===== src/rtl/vip_frame_gate_ctrl_if.sv =====
// rtl/vip_frame_gate_ctrl_if.sv - CMOS frame timing bus (vsync/href/clken + 16-bit 4:2:2 word)
//
// Ports (modports):
//   master : drives vsync, href, clken, ycbcr
//   slave  : samples vsync, href, clken, ycbcr
interface vip_frame_gate_ctrl_if;
  logic        vsync;
  logic        href;
  logic        clken;
  logic [15:0] ycbcr;

  modport master (output vsync, href, clken, ycbcr);
  modport slave  (input  vsync, href, clken, ycbcr);
endinterface


===== src/rtl/vip_frame_gate_ctrl.sv =====
// rtl/vip_frame_gate_ctrl.sv - frame gate/decimator in front of the 4:2:2 -> 4:4:4 converter
//
// Ports:
//   clk, rst_n        pixel clock, asynchronous active-low reset
//   cfg_enable        run request (stop takes effect only at a frame boundary)
//   cfg_skip          frames dropped after each passed frame
//   cfg_h_active      expected clken beats per line
//   cfg_v_active      expected lines per frame
//   per_frame         incoming CMOS timing + data (slave)
//   gate_frame        gated timing + data, 1 clk latency (master)
//   frame_done        pulse when a passed frame ends
//   err_line          pulse, line of a passed frame had the wrong beat count
//   err_frame         pulse with frame_done, passed frame had the wrong line count
//   busy              controller is not idle
module vip_frame_gate_ctrl #(
  parameter int CNT_W = 12
) (
  input  logic                  clk,
  input  logic                  rst_n,
  input  logic                  cfg_enable,
  input  logic [3:0]            cfg_skip,
  input  logic [CNT_W-1:0]      cfg_h_active,
  input  logic [CNT_W-1:0]      cfg_v_active,
  vip_frame_gate_ctrl_if.slave  per_frame,
  vip_frame_gate_ctrl_if.master gate_frame,
  output logic                  frame_done,
  output logic                  err_line,
  output logic                  err_frame,
  output logic                  busy
);

  typedef enum logic [1:0] {IDLE, WAIT_SOF, PASS, SKIP} state_t;

  state_t             state_q, state_d, mode;
  logic               vs_dly_q, href_dly_q;
  logic [3:0]         skip_cnt_q, skip_cnt_d;
  logic [CNT_W-1:0]   pix_cnt_q, pix_cnt_d;
  logic [CNT_W-1:0]   line_cnt_q, line_cnt_d;
  logic [CNT_W-1:0]   h_lat_q, h_lat_d;
  logic [CNT_W-1:0]   v_lat_q, v_lat_d;
  logic               gate_vs_q, gate_vs_d;
  logic               gate_href_q, gate_href_d;
  logic               gate_clken_q, gate_clken_d;
  logic [15:0]        gate_data_q, gate_data_d;
  logic               frame_done_q, frame_done_d;
  logic               err_line_q, err_line_d;
  logic               err_frame_q, err_frame_d;
  logic               sof, eol, start_pass;

  assign sof = per_frame.vsync & ~vs_dly_q;
  assign eol = href_dly_q & ~per_frame.href;

  always_comb begin
    state_d      = state_q;
    skip_cnt_d   = skip_cnt_q;
    pix_cnt_d    = pix_cnt_q;
    line_cnt_d   = line_cnt_q;
    h_lat_d      = h_lat_q;
    v_lat_d      = v_lat_q;
    frame_done_d = 1'b0;
    err_line_d   = 1'b0;
    err_frame_d  = 1'b0;
    start_pass   = 1'b0;

    // Line measurement runs only inside a passed frame.
    if (state_q == PASS) begin
      if (eol) begin
        err_line_d = (pix_cnt_q != h_lat_q);
        pix_cnt_d  = '0;
        if (line_cnt_q != '1) line_cnt_d = line_cnt_q + CNT_W'(1);
      end else if (per_frame.href && per_frame.clken && pix_cnt_q != '1) begin
        pix_cnt_d = pix_cnt_q + CNT_W'(1);
      end
    end

    case (state_q)
      IDLE: begin
        if (cfg_enable) state_d = WAIT_SOF;
      end
      WAIT_SOF: begin
        if (!cfg_enable) state_d = IDLE;
        else if (sof)    start_pass = 1'b1;
      end
      default: begin
        if (sof) begin
          if (state_q == PASS) begin
            // line_cnt_d already includes an EOL landing on this same cycle.
            frame_done_d = 1'b1;
            err_frame_d  = (line_cnt_d != v_lat_q);
          end
          if (!cfg_enable) begin
            state_d = IDLE;
          end else if (skip_cnt_q == 4'd0) begin
            start_pass = 1'b1;
          end else begin
            state_d    = SKIP;
            skip_cnt_d = skip_cnt_q - 4'd1;
          end
        end
      end
    endcase

    if (start_pass) begin
      state_d    = PASS;
      skip_cnt_d = cfg_skip;
      h_lat_d    = cfg_h_active;
      v_lat_d    = cfg_v_active;
    end

    if (sof) begin
      pix_cnt_d  = '0;
      line_cnt_d = '0;
    end

    // The SOF cycle already belongs to the frame being started.
    mode = sof ? state_d : state_q;

    gate_vs_d    = ((mode == PASS) || (mode == SKIP)) && per_frame.vsync;
    gate_href_d  = (mode == PASS) && per_frame.href;
    gate_clken_d = (mode == PASS) && per_frame.clken;
    gate_data_d  = (mode == PASS) ? per_frame.ycbcr : 16'h0000;
  end

  always_ff @(posedge clk or negedge rst_n) begin
    if (!rst_n) begin
      state_q      <= IDLE;
      vs_dly_q     <= 1'b0;
      href_dly_q   <= 1'b0;
      skip_cnt_q   <= '0;
      pix_cnt_q    <= '0;
      line_cnt_q   <= '0;
      h_lat_q      <= '0;
      v_lat_q      <= '0;
      gate_vs_q    <= 1'b0;
      gate_href_q  <= 1'b0;
      gate_clken_q <= 1'b0;
      gate_data_q  <= '0;
      frame_done_q <= 1'b0;
      err_line_q   <= 1'b0;
      err_frame_q  <= 1'b0;
    end else begin
      state_q      <= state_d;
      vs_dly_q     <= per_frame.vsync;
      href_dly_q   <= per_frame.href;
      skip_cnt_q   <= skip_cnt_d;
      pix_cnt_q    <= pix_cnt_d;
      line_cnt_q   <= line_cnt_d;
      h_lat_q      <= h_lat_d;
      v_lat_q      <= v_lat_d;
      gate_vs_q    <= gate_vs_d;
      gate_href_q  <= gate_href_d;
      gate_clken_q <= gate_clken_d;
      gate_data_q  <= gate_data_d;
      frame_done_q <= frame_done_d;
      err_line_q   <= err_line_d;
      err_frame_q  <= err_frame_d;
    end
  end

  assign gate_frame.vsync = gate_vs_q;
  assign gate_frame.href  = gate_href_q;
  assign gate_frame.clken = gate_clken_q;
  assign gate_frame.ycbcr = gate_data_q;
  assign frame_done       = frame_done_q;
  assign err_line         = err_line_q;
  assign err_frame        = err_frame_q;
  assign busy             = (state_q != IDLE);

endmodule

===== src/flat_wrapper.sv =====
// flat-port wrapper written by rule: the top's interface ports become plain ports
module vip_frame_gate_ctrl_flat 
#(
  parameter int CNT_W = 12
)
  (clk, rst_n, cfg_enable, cfg_skip, cfg_h_active, cfg_v_active, frame_done, err_line, err_frame, busy, per_frame_vsync, per_frame_href, per_frame_clken, per_frame_ycbcr, gate_frame_vsync, gate_frame_href, gate_frame_clken, gate_frame_ycbcr);
  vip_frame_gate_ctrl_if per_frame_i ();
  vip_frame_gate_ctrl_if gate_frame_i ();
  input  logic clk;
  input  logic rst_n;
  input  logic cfg_enable;
  input  logic [3:0] cfg_skip;
  input  logic [CNT_W-1:0] cfg_h_active;
  input  logic [CNT_W-1:0] cfg_v_active;
  output logic frame_done;
  output logic err_line;
  output logic err_frame;
  output logic busy;
  input wire logic [$bits(per_frame_i.vsync)-1:0] per_frame_vsync;
  input wire logic [$bits(per_frame_i.href)-1:0] per_frame_href;
  input wire logic [$bits(per_frame_i.clken)-1:0] per_frame_clken;
  input wire logic [$bits(per_frame_i.ycbcr)-1:0] per_frame_ycbcr;
  output wire logic [$bits(gate_frame_i.vsync)-1:0] gate_frame_vsync;
  output wire logic [$bits(gate_frame_i.href)-1:0] gate_frame_href;
  output wire logic [$bits(gate_frame_i.clken)-1:0] gate_frame_clken;
  output wire logic [$bits(gate_frame_i.ycbcr)-1:0] gate_frame_ycbcr;
  assign per_frame_i.vsync = per_frame_vsync;
  assign per_frame_i.href = per_frame_href;
  assign per_frame_i.clken = per_frame_clken;
  assign per_frame_i.ycbcr = per_frame_ycbcr;
  assign gate_frame_vsync = gate_frame_i.vsync;
  assign gate_frame_href = gate_frame_i.href;
  assign gate_frame_clken = gate_frame_i.clken;
  assign gate_frame_ycbcr = gate_frame_i.ycbcr;
  vip_frame_gate_ctrl #(.CNT_W(CNT_W)) u_core (.clk(clk), .rst_n(rst_n), .cfg_enable(cfg_enable), .cfg_skip(cfg_skip), .cfg_h_active(cfg_h_active), .cfg_v_active(cfg_v_active), .per_frame(per_frame_i), .gate_frame(gate_frame_i), .frame_done(frame_done), .err_line(err_line), .err_frame(err_frame), .busy(busy));
endmodule

===== config.mk =====
export PLATFORM = sky130hd
export DESIGN_NAME = vip_frame_gate_ctrl_flat
export DESIGN_NICKNAME = d
export VERILOG_FILES = /design/src/rtl/vip_frame_gate_ctrl_if.sv /design/src/rtl/vip_frame_gate_ctrl.sv /design/src/flat_wrapper.sv
export SDC_FILE = /design/constraint.sdc
export NUM_CORES = 1
export LEC_CHECK = 0
export BUFFER_PORTS_ARGS = -buffer_cell sky130_fd_sc_hd__buf_2
export CAP_MARGIN = 20
export CORE_ASPECT_RATIO = 1.1
export CORE_MARGIN = 2
export CORE_UTILIZATION = 45
export CTS_CLUSTER_SIZE = 28
export DETAILED_ROUTE_END_ITERATION = 8
export PLACE_DENSITY = 0.72
export SLEW_MARGIN = 20
export SYNTH_ARGS = -nofsm -noshare
export SYNTH_HDL_FRONTEND = slang
export SYNTH_SLANG_ARGS = --single-unit

===== constraint.sdc =====
create_clock -name clk -period 5.34 [get_ports clk]
set_input_delay 0.801 -clock clk [delete_from_list [all_inputs] [get_ports clk]]
set_output_delay 0.801 -clock clk [all_outputs]
set_load 0.005 [all_outputs]

==> out/results.md, run 1 <==
| Quantity | Reported |
|---|---|
| Max clock buf depth | 2 |
| Total DRC errors in the routed layout | 0 |
| Antenna violations before repair | 0 |
| Endpoint class of the critical path | flip-flop |
| CTS sink cnt | 78 |
| Share of synthesized area occupied by flip-flops and latches | 54.07% |
| Number of fill cells in the layout | 748 |
| Crit path largest cell delay | 0.89 ns |
| ANT nets after route | 0 |
| I/O pin cnt | 73 |
| Most common flop cell mapped by yosys | sky130_fd_sc_hd__dfrtp_1 |
| Hold-fix buffers, CTS | 0 |
| Port-buffer cells | 72 |
| Count of pins over their slew limit | 0 |
| Avg Cell Area, Syn | 9.704 sq um |
| Count of H-tree levels built during CTS | 3 |
| Status | complete, no violations |
| Nets@finish | 499 |
| Nets in the synthesized netlist | 426 |
| Minimum clock period | 3.463 ns |
| Final setup fails | 0 |
| First-pass GRT wire length | 12,010 microns |
| Number of flip-flops and latches in the synthesized netlist | 78 |
| Maximum number of pins on one net before global-route repair | 79 |
| Worst-path cell chain | buf_2, nor2b_1, buf_4, nand3_1, nand2b_1, clkinv_1, a221o_1 |
| Share of synthesized registers carrying an async set or reset | 100.0% |
| Worst reg2reg path depth | 5 |
| Data arrival, critical path | 3.69 ns |
| Combined global-route utilization of all metal layers | 17.74% |
| RSZ-0062 raised after global routing | false |
| Number of flops mapped to enable cells by yosys | 0 |
| FMAX | 288.8 MHz |
| Total leakage power | 2.121 nW |
| Number of global-route vias before repair | 2,679 |
| Full die area | 8755 sq um |
| Mean number of vias per cell | 4.955 |
| Dominant combinational cell family by area after synthesis | simple AND/OR/NAND/NOR gates |
| Maximum resistive drop on vdd | 0.1804 mV |
| Overall Power | 1.594 mW |
| Critical path start-end classification | in2reg |
| # diodes | 0 |
| Cell with the largest stage delay on the worst path | sky130_fd_sc_hd__clkinv_1 |
| Placeable core region | 7828 sq um |
| Total setup buffers inserted after CTS | 0 |
| Final Wtd Congestion | 0.9557 |
| Placement Rows | 34 |
| Setup crit start kind | primary input |
| Measured slew at the worst slew-check pin | 0.9701 ns |
| Count of yosys warnings during synthesis | 0 |
| Inserted Clock Buffers | 9 |
| Overall overflow remaining after global route | 0 |
| Slew margin rel. | 34.89% |
| Insertion delay of the later-clocked pin in the worst-skew pair | 0.35 ns |
| CTS tree | built |
| Total detailed-routing wirelength | 7234 microns |
| Final HPWL from detailed placement | 5220 microns |
| Cell at the root of the clock tree | sky130_fd_sc_hd__clkbuf_8 |
| Adder and majority gate portion of the synthesized area | 1.386% |
| Violation count after the first detailed-route iteration | 141 |
| Share of the cycle needed by the critical path after routing | 64.84% |
| Die height | 97.94 microns |
| Power Density | 373.4 nW/um^2 |
| Overall via count from detail_route | 2,765 |
| Starting utilization of the core area | 46.12% |
| Final Hold Violating Endpoints | 0 |
| Horizontal die dimension | 89.40 microns |
| Cells after synthesis | 372 |
| Total standard cell area after synthesis | 3610 sq um |
| Hold/Removal Path Class | reg2reg |
| Number of distinct library cells after synthesis | 43 |
| Synthesized-area fraction occupied by and/or/nand/nor cells | 26.83% |
| Routed len/inst | 12.96 microns |
| Area share of xor/xnor cells in the synthesized design | 9.705% |
| Worst Path Max Fanout | 26 |
| Number of iterations in the first detailed-routing pass | 4 |
| Worst hold path depth | 2 |
| Layout-stage area growth over the synthesis result | 18.27% |
| Worst Hold Slack | 0.4966 ns |
| Setup tns final | 0 ns |
| Final core utilization | 54.54% |
| Mux contribution to synthesized area | 0.8319% |
| Synthesized-area fraction occupied by ao, oa, aoi and oai cells | 5.199% |
| Worst path required time | 5.57 ns |
| Clock-pin slew on the worst setup and hold paths | 0.08 ns |
| Final clock skew | 0.008330 ns |
| Fraction of final layout cells sized beyond drive strength 1 | 21.11% |
| Post-CTS sizing | 0 |
| Count of maximum capacitance violations | 0 |
[flip-flops by register name, indices dropped and copies added (netlist names), 2 cells and up]
| signal | flops |
|---|---|
| u_core.h_lat_q | 12 |
| u_core.pix_cnt_q | 12 |
| u_core.skip_cnt_q | 4 |
| u_core.line_cnt_q | 12 |
| u_core.v_lat_q | 12 |
| u_core.state_q | 2 |
| u_core.gate_frame.ycbcr | 16 |
[critical path: cells and delay by family]
family / cells / cell delay (ns)
buffers and inverters: 3 / 1.19
AND/OR/NAND/NOR: 3 / 1.17
AO/OA/AOI/OAI: 1 / 0.50
[cell families (layout without fill, tap and decap cells)]
group                      after synthesis  count (layout)
and+or+nand+nor                        198             198
adders and majority gates                4               4
xor gates and xnor gates                40              40
AOI/OAI and AO/OA                       31              31
muxes                                    3               3
buffers and inverters                   18              96
DFF                                     78              78
[metal layers]
| metal | part of all wire [%] | GRT usage (%) | vias to the layer above |
|---|---|---|---|
| li1 | - | - | 1383 |
| met1 | 46 | 24.19 | 1286 |
| met2 | 46 | 26.32 | 87 |
| met3 | 6.1 | 4.480 | 9 |
| met4 | 1.6 | 8.381 | 0 |
| met5 | 0 | 0 | - |
[cell usage after synthesis, drive strengths merged (2+ instances only)]
master | number | area share [%]
nor2 | 34 | 3.6
a31oi | 3 | 0.69
nor3 | 8 | 1.1
nand3 | 10 | 1.4
inv | 6 | 0.62
nand2b | 4 | 0.69
and2 | 21 | 3.6
nand2 | 88 | 9.2
and3 | 5 | 0.87
buf | 3 | 0.42
mux2i | 3 | 0.83
clkbuf | 8 | 0.83
or2 | 2 | 0.35
xor2 | 14 | 3.4
xnor2 | 26 | 6.3
nand4 | 9 | 2.0
o21ai | 17 | 2.4
and4 | 3 | 0.73
nor4 | 6 | 1.5
ha | 4 | 1.4
a21oi | 4 | 0.55
dfrtp | 78 | 54
[cell type report]
cell class	count	area (sq um)	area share, %
inverters	7	26.28	0.6155
multi-input cells	276	1587	37.16
well taps	108	135.1	3.165
flip-flops and latches	78	1952	45.72
clock buffers	10	137.6	3.224
clock inverters	6	61.31	1.436
repair buffers	73	370.4	8.675
[placed cells by master, fill, tap and decap left out, types with 2 or more instances in the layout]
master                      n
sky130_fd_sc_hd__a21oi_1    4
sky130_fd_sc_hd__a31oi_1    2
sky130_fd_sc_hd__and2_1    21
sky130_fd_sc_hd__and3_1     5
sky130_fd_sc_hd__and4_1     3
sky130_fd_sc_hd__buf_2     71
sky130_fd_sc_hd__buf_4      2
sky130_fd_sc_hd__clkbuf_8  10
sky130_fd_sc_hd__clkinv_2   3
sky130_fd_sc_hd__dfrtp_1   78
sky130_fd_sc_hd__ha_1       4
sky130_fd_sc_hd__inv_1      6
sky130_fd_sc_hd__mux2i_1    3
sky130_fd_sc_hd__nand2_1   88
sky130_fd_sc_hd__nand2b_1   4
sky130_fd_sc_hd__nand3_1   10
sky130_fd_sc_hd__nand4_1    8
sky130_fd_sc_hd__nor2_1    33
sky130_fd_sc_hd__nor3_1     8
sky130_fd_sc_hd__nor4_1     5
sky130_fd_sc_hd__o21ai_0   16
sky130_fd_sc_hd__or2_2      2
sky130_fd_sc_hd__xnor2_1   26
sky130_fd_sc_hd__xor2_1    14
[through the flow]
stage / setup slack (ns) / cell area, sq um / std cells
after detailed placement: 1.501 / 4070 / 542
after global placement: 1.506 / 4070 / 542
after global routing: 1.557 / 4269 / 558
after CTS: 1.869 / 4269 / 558
after floorplan: 2.874 / 3610 / 372
final: 1.877 / 4269 / 558
[final timing paths]
path	slack, ns	from	end
worst max-delay path	1.88	per_frame_vsync	u_core.skip_cnt_q[0]
worst min-delay path	0.50	u_core.v_lat_q[4]	u_core.v_lat_q[4]
worst max register to register	1.91	u_core.state_q[1]	u_core.skip_cnt_q[0]
worst min register to register	0.50	u_core.v_lat_q[4]	u_core.v_lat_q[4]
max in group asynchronous	4.12	rst_n	u_core.skip_cnt_q[1]
min in group asynchronous	0.57	rst_n	u_core.v_lat_q[0]
[power by group]
part | switching [mW] | leakage, nW | internal [mW]
clock | 0.209 | 0.102 | 0.227
sequential | 0.0902 | 1.03 | 0.716
combinational | 0.180 | 0.988 | 0.172
total | 0.479 | 2.12 | 1.11
No activity file was read; power rests on OpenSTA's default activity.
==> run 2: changes to the inputs <==
Settings changed: PLACE_DENSITY 0.72 to 0.75.
Clock period 5.34 ns to 2.79 ns, I/O delays scaled along.
==> run 2 against run 1 <==
  * Die area stayed put
  * Total power increased by 90%
  * Combinational power rose by 97%
  * Global-route usage rose by 1.1 points
  * Via count up 2.5%
  * Core utilization grew 0.32 points
  * Setup slack got worse by 1.5 ns
  * Critical path depth unchanged
  * First-iteration DRC count grew 52%
  * Routed wire length is 5.9% higher
  * Largest cell class unchanged
  * Highest routed layer unchanged
==> out/results.md, run 2 (synthesis results as in run 1) <==
| Quantity | Reported |
|---|---|
| Status | complete, no violations |
| Cell Int Power | 2.039 mW |
| Minimum clock period | 2.434 ns |
| Nets@finish | 504 |
| Topmost layer with routed signal wires | met4 |
| Die height | 97.94 microns |
| Metal-1 WL | 3474 microns |
| Final clock skew | 0.009815 ns |
| Met2 wire length | 3555 microns |
| Count of pins over their slew limit | 0 |
| Switching power as a share of total power | 32.56% |
| Full die area | 8755 sq um |
| Combined global-route utilization of all metal layers | 18.84% |
| Slew margin rel. | 36.14% |
| Most frequent cells in the layout | sky130_fd_sc_hd__nand2_1, sky130_fd_sc_hd__dfrtp_1, sky130_fd_sc_hd__buf_2 |
| Number of standard cells in the layout, taps in and fillers out | 563 |
| Worst reg2reg path startpoint | u_core.state_q[1] |
| Number of iterations in the first detailed-routing pass | 4 |
| Total setup buffers inserted after CTS | 0 |
| Worst Path Max Fanout | 10 |
| Placeable core region | 7828 sq um |
| # diodes | 0 |
| Final HPWL from detailed placement | 5531 microns |
| Share of the cycle needed by the critical path after routing | 87.24% |
| CTS tree | built |
| Worst-path cell chain | nand4bb_1, nor4_1, mux2i_1, xnor2_1, nor4_1, nand4_1, o31a_1 |
| Routed len/inst | 13.60 microns |
| Hold-fix buffers, CTS | 0 |
| ANT nets after route | 0 |
| Overall overflow remaining after global route | 0 |
| Power Density | 704.0 nW/um^2 |
| Final Hold Violating Endpoints | 0 |
| Most frequent cell on the critical path | sky130_fd_sc_hd__nor4_1 |
| Total leakage power | 2.124 nW |
| Endpoint class of the critical path | flip-flop |
| Worst path required time | 3.03 ns |
| Clock-pin slew on the worst setup and hold paths | 0.09 ns |
| Fraction of final layout cells sized beyond drive strength 1 | 22.20% |
| Critical path start-end classification | reg2reg |
| Total detailed-routing wirelength | 7659 microns |
| Post-CTS sizing | 0 |
| Hold/Removal Path Class | in2async |
| Max clock buf depth | 2 |
| Cell at the root of the clock tree | sky130_fd_sc_hd__clkbuf_8 |
| Mean number of vias per cell | 5.034 |
| Maximum number of pins on one net before global-route repair | 79 |
| Number of global-route vias before repair | 2,864 |
| RSZ-0062 raised after global routing | false |
| Met3 Routed Length | 492 microns |
| Starting utilization of the core area | 46.12% |
| CTS sink cnt | 78 |
| Horizontal die dimension | 89.40 microns |
| Worst Hold Slack | 0.2111 ns |
| Placed cell area | 4108 sq um |
| Data arrival, critical path | 2.68 ns |
| Overall Power | 3.023 mW |
| Total DRC errors in the routed layout | 0 |
| Placement Rows | 34 |
| Most common library cell in the layout ignoring fill and taps | sky130_fd_sc_hd__nand2_1 |
| Count of maximum capacitance violations | 0 |
| I/O pin cnt | 73 |
| Portion of total power attributed to sequential cells | 51.3% |
| Layout-stage area growth over the synthesis result | 18.96% |
| Crit path buffers/inverters | 0 |
| Cell count after placement | 547 |
| Port-buffer cells | 72 |
| Inserted Clock Buffers | 9 |
| Number of flip-flops under the largest register name | 16 |
| Cell family with the largest share of critical-path delay | simple AND/OR/NAND/NOR gates |
| Cell area after layout | 4294 sq um |
| Cell with the largest stage delay on the worst path | sky130_fd_sc_hd__dfrtp_1 |
| Overall via count from detail_route | 2,834 |
| Switching component of the power | 984.2 uW |
| Final Wtd Congestion | 0.9319 |
| FMAX | 410.8 MHz |
| Final setup fails | 0 |
| Maximum resistive drop on vdd | 0.3374 mV |
| Count of H-tree levels built during CTS | 3 |
| Relative contribution of the clock network to total power | 25.8% |
| Combinational Power Share | 22.9% |
| Setup tns final | 0 ns |
| Measured slew at the worst slew-check pin | 0.9579 ns |
| Violation count after the first detailed-route iteration | 214 |
| Setup crit start kind | flip-flop |
| Insertion delay of the later-clocked pin in the worst-skew pair | 0.35 ns |
| First-pass GRT wire length | 12,840 microns |
| Crit path largest cell delay | 0.51 ns |
| Origin of the worst setup path | u_core.state_q[1] |
| Antenna violations before repair | 0 |
run 2: cell types whose count changed in the layout (fill, tap and decap cells not counted):
cell and change:
sky130_fd_sc_hd__buf_4 +5, sky130_fd_sc_hd__bufinv_16 -1, sky130_fd_sc_hd__clkbuf_8 -1, sky130_fd_sc_hd__clkinv_2 -3
sky130_fd_sc_hd__clkinvlp_4 +3, sky130_fd_sc_hd__inv_6 +1, sky130_fd_sc_hd__inv_8 +1, sky130_fd_sc_hd__o21ai_1 -1
sky130_fd_sc_hd__o21ai_2 +1
run 2: final timing paths:
path / endpoint / slack [ns] / cells past startpoint
max: u_core.err_frame / 0.36 / 7
min: u_core.v_lat_q[11] / 0.21 / 1
max reg2reg: u_core.err_frame / 0.36 / 7
min reg2reg: u_core.v_lat_q[0] / 0.50 / 2
max in group asynchronous: u_core.gate_frame.ycbcr[15] / 1.96 / 1
min in group clk: u_core.vs_dly_q / 0.21 / 1
run 2: stage by stage:
| stage | worst slack [ns] | util (%) |
|---|---|---|
| 2_1_floorplan | 0.6030 | - |
| 3_3_place_gp | 0.3448 | 52.48 |
| 3_5_place_dp | 0.2605 | 52.48 |
| 4_1_cts | 0.3467 | 54.81 |
| 5_1_grt | 0.1621 | 54.86 |
| 6_report | 0.3559 | 54.86 |
run 2: power by group through the flow:
stage,logic [mW],registers (mW),clock network [mW]
after CTS,0.707,1.55,0.803
after global placement,0.675,1.56,0
after global routing,0.799,1.58,0.856
after floorplan,0.494,1.52,0
after detailed placement,0.702,1.57,0
final,0.694,1.55,0.780
run 2: area by class of cell:
type,count,area [sq um]
inverters,7,26.28
multi-input cells,276,1590
flip-flops and latches,78,1952
repair buffers,78,407.9
clock buffers,9,123.9
fillers,767,3533
clock inverters,7,58.81
well taps,108,135.1
run 2: worst register-to-register path: cells and delay by family, from the launching register on:
| kind | cells | cell delay [ns] |
|---|---|---|
| xor gates and xnor gates | 1 | 0.10 |
| muxes | 1 | 0.30 |
| AOI/OAI and AO/OA | 1 | 0.30 |
| and+or+nand+nor | 4 | 1.09 |
| DFF | 1 | 0.51 |
run 2: routing by layer:
layer | GRT usage [%] | up-vias
met2 | 28.38 | 90
li1 | - | 1389
met4 | 7.348 | 0
met5 | 0 | -
met3 | 4.396 | 10
met1 | 26.30 | 1345
==> run 3: changes to the inputs <==
Settings changed: ABC_AREA from default to 1, PLACE_DENSITY 0.75 to 0.74.
==> run 3 against run 2 <==
  * Die area increased by 8.3%
  * Via count increased by 16%
  * Routed wire length increased by 9.9%
  * Register-to-register slack improved by 0.26 ns
  * Sequential power decreased by 3%
==> out/results.md, run 3 <==
| Quantity | Reported |
|---|---|
| Combined global-route utilization of all metal layers | 19.06% |
| Combinational Power Share | 22.4% |
| Fraction of final layout cells sized beyond drive strength 1 | 21.16% |
| Violation count after the first detailed-route iteration | 134 |
| Post-CTS sizing | 0 |
| Maximum resistive drop on vdd | 0.3166 mV |
| I/O pin cnt | 73 |
| Crit path buffers/inverters | 0 |
| Mean number of vias per cell | 4.850 |
| Number of distinct library cells after synthesis | 35 |
| Count of pins over their slew limit | 0 |
| Clock-pin slew on the worst setup and hold paths | 0.09 ns |
| Inserted Clock Buffers | 9 |
| Share of synthesized area occupied by flip-flops and latches | 49.76% |
| # diodes | 0 |
| Number of fill cells in the layout | 808 |
| Synth top cells by count | sky130_fd_sc_hd__nand2_1, sky130_fd_sc_hd__dfrtp_1, sky130_fd_sc_hd__inv_1, sky130_fd_sc_hd__nor2_1, sky130_fd_sc_hd__nand3_1 |
| Cell at the root of the clock tree | sky130_fd_sc_hd__clkbuf_8 |
| Area share of xor/xnor cells in the synthesized design | 3.796% |
| Crit path largest cell delay | 0.42 ns |
| Total detailed-routing wirelength | 8416 microns |
| Count of H-tree levels built during CTS | 3 |
| Post-place setup slack | 0.6353 ns |
| Cell type contributing the most total cell area after synthesis | sky130_fd_sc_hd__dfrtp_1 |
| Portion of total power attributed to sequential cells | 49.1% |
| Cell area after layout | 4601 sq um |
| Full die area | 9481 sq um |
| Final Wtd Congestion | 0.8602 |
| Adder and majority gate portion of the synthesized area | 1.276% |
| Dominant combinational cell family by area after synthesis | simple AND/OR/NAND/NOR gates |
| Synthesized-area fraction occupied by ao, oa, aoi and oai cells | 5.167% |
| Final setup fails | 0 |
| Cell types occupying the most area after synthesis | sky130_fd_sc_hd__dfrtp_1, sky130_fd_sc_hd__nand2_1, sky130_fd_sc_hd__inv_1, sky130_fd_sc_hd__nor2_1, sky130_fd_sc_hd__nand3_1 |
| Nets@finish | 616 |
| Placement Rows | 35 |
| Count of yosys warnings during synthesis | 0 |
| Cell Int Power | 2.095 mW |
| Routed len/inst | 12.41 microns |
| Final HPWL from detailed placement | 6288 microns |
| Number of iterations in the first detailed-routing pass | 4 |
| Die height | 101.9 microns |
| Setup tns final | 0 ns |
| Most frequent cell on the critical path | sky130_fd_sc_hd__nand2_1 |
| Hold-fix buffers, CTS | 0 |
| Post-route worst setup slack | 0.6151 ns |
| Power Density | 670.5 nW/um^2 |
| CTS tree | built |
| Placed cell area | 4374 sq um |
| Insertion delay of the later-clocked pin in the worst-skew pair | 0.35 ns |
| FMAX | 459.8 MHz |
| Layout-stage area growth over the synthesis result | 17.29% |
| Hold/Removal Path Class | in2async |
| Overall overflow remaining after global route | 0 |
| First-pass GRT wire length | 14,200 microns |
| Synthesized-area fraction occupied by and/or/nand/nor cells | 32.22% |
| Number of global-route vias before repair | 3,206 |
| Total leakage power | 2.446 nW |
| Max clock buf depth | 2 |
| Switching component of the power | 989.9 uW |
| Cell with the largest stage delay on the worst path | sky130_fd_sc_hd__dfrtp_1 |
| Count of maximum capacitance violations | 0 |
| Horizontal die dimension | 93.02 microns |
| Total standard cell area after synthesis | 3923 sq um |
| Minimum clock period | 2.175 ns |
| Critical path start-end classification | reg2reg |
| Worst reg2reg path depth | 12 |
| RSZ-0062 raised after global routing | false |
| Setup crit start kind | flip-flop |
| Number of standard cells in the layout, taps in and fillers out | 678 |
| Measured slew at the worst slew-check pin | 0.5098 ns |
| Total DRC errors in the routed layout | 0 |
| Status | complete, no violations |
| Placeable core region | 8408 sq um |
| Worst Path Max Fanout | 20 |
| Share of the cycle needed by the critical path after routing | 77.95% |
| Nets in the synthesized netlist | 541 |
| Starting utilization of the core area | 46.65% |
| Worst path required time | 3.03 ns |
| Antenna violations before repair | 0 |
| Number of flip-flops and latches in the synthesized netlist | 78 |
| Number of flops mapped to enable cells by yosys | 0 |
| ANT nets after route | 0 |
| Data arrival, critical path | 2.41 ns |
| Maximum number of pins on one net before global-route repair | 79 |
| CTS sink cnt | 78 |
| Switching power as a share of total power | 32.09% |
| Worst-path cell chain | ha_1, nand2_2, nor2_4, nand3_2, nand3_1, nand2_1, nand2_1, nand2_1, nor2_1, nand2_1, nor2_2, a21oi_2 |
| Final clock skew | 0.006614 ns |
| Cell count after placement | 661 |
| Share of the synthesized area in the top cell type | 49.76% |
| Slew margin rel. | 66.01% |
| Most frequent cells in the layout | sky130_fd_sc_hd__nand2_1, sky130_fd_sc_hd__dfrtp_1, sky130_fd_sc_hd__buf_2 |
| Port-buffer cells | 72 |
| Avg Cell Area, Syn | 8.054 sq um |
| Stages on worst setup path | 12 |
| Relative contribution of the clock network to total power | 28.5% |
| Most common flop cell mapped by yosys | sky130_fd_sc_hd__dfrtp_1 |
| Top-count cell post-synth | sky130_fd_sc_hd__nand2_1 |
| Cell family with the largest share of critical-path delay | simple AND/OR/NAND/NOR gates |
| Share of synthesized registers carrying an async set or reset | 100.0% |
| Mux contribution to synthesized area | 0% |
| Number of flip-flops under the largest register name | 16 |
| Most common library cell in the layout ignoring fill and taps | sky130_fd_sc_hd__nand2_1 |
| Cells after synthesis | 487 |
| Overall via count from detail_route | 3,288 |
| Total setup buffers inserted after CTS | 0 |
| Endpoint class of the critical path | flip-flop |
| Final Hold Violating Endpoints | 0 |
==> run 3: cell type report <==
cell class / instances / area [sq um] / share of cell area (%)
repair buffers: 75 / 397.9 / 8.648
flip-flops and latches: 78 / 1952 / 42.43
clock inverters: 6 / 68.82 / 1.496
clock buffers: 10 / 137.6 / 2.992
multi-input cells: 334 / 1665 / 36.20
inverters: 64 / 240.2 / 5.222
well taps: 111 / 138.9 / 3.019
==> run 3: final timing paths <==
path / from / end / slack [ns]
worst min-delay path: rst_n / u_core.v_lat_q[2] / 0.04
worst max register to register: u_core.line_cnt_q[0] / u_core.err_frame / 0.62
worst min register to register: u_core.h_lat_q[2] / u_core.h_lat_q[2] / 0.50
max in group asynchronous: rst_n / u_core.err_line / 2.17
min in group clk: per_frame_vsync / u_core.vs_dly_q / 0.20
worst max-delay path: u_core.line_cnt_q[0] / u_core.err_frame / 0.62
==> run 3: routing by layer <==
layer | part of all wire (%) | routed length (microns) | track usage [%] | up-vias
met5 | 0 | 0 | 0 | -
met1 | 43 | 3589 | 23.83 | 1517
met2 | 50 | 4185 | 31.61 | 93
li1 | - | - | - | 1666
met3 | 5.6 | 470 | 4.277 | 12
met4 | 2.0 | 171 | 9.163 | 0
==> run 3: logic make-up after synthesis <==
group	after synthesis
and+or+nand+nor	279
xor gates and xnor gates	17
AOI/OAI and AO/OA	34
buffers and inverters	75
DFF	78
adders and majority gates	4
==> run 3: through the flow <==
stage | util [%] | hold slack, ns | power [mW]
final | 54.72 | 0.03630 | 3.085
after global routing | 54.72 | 0.07096 | 3.311
after CTS | 54.48 | 0.1838 | 3.119
after detailed placement | 52.02 | 0.4814 | 2.232
after global placement | 52.02 | 0.4803 | 2.195
after floorplan | - | 0.1229 | 1.990
==> run 3: power groups by stage <==
stage               logic (mW)  registers [mW]  clock network, mW
global placement         0.666            1.53                  0
floorplan                0.496            1.49                  0
CTS                      0.699            1.52              0.904
detailed placement       0.701            1.53                  0
global route             0.802            1.54              0.966
finish                   0.691            1.51              0.879
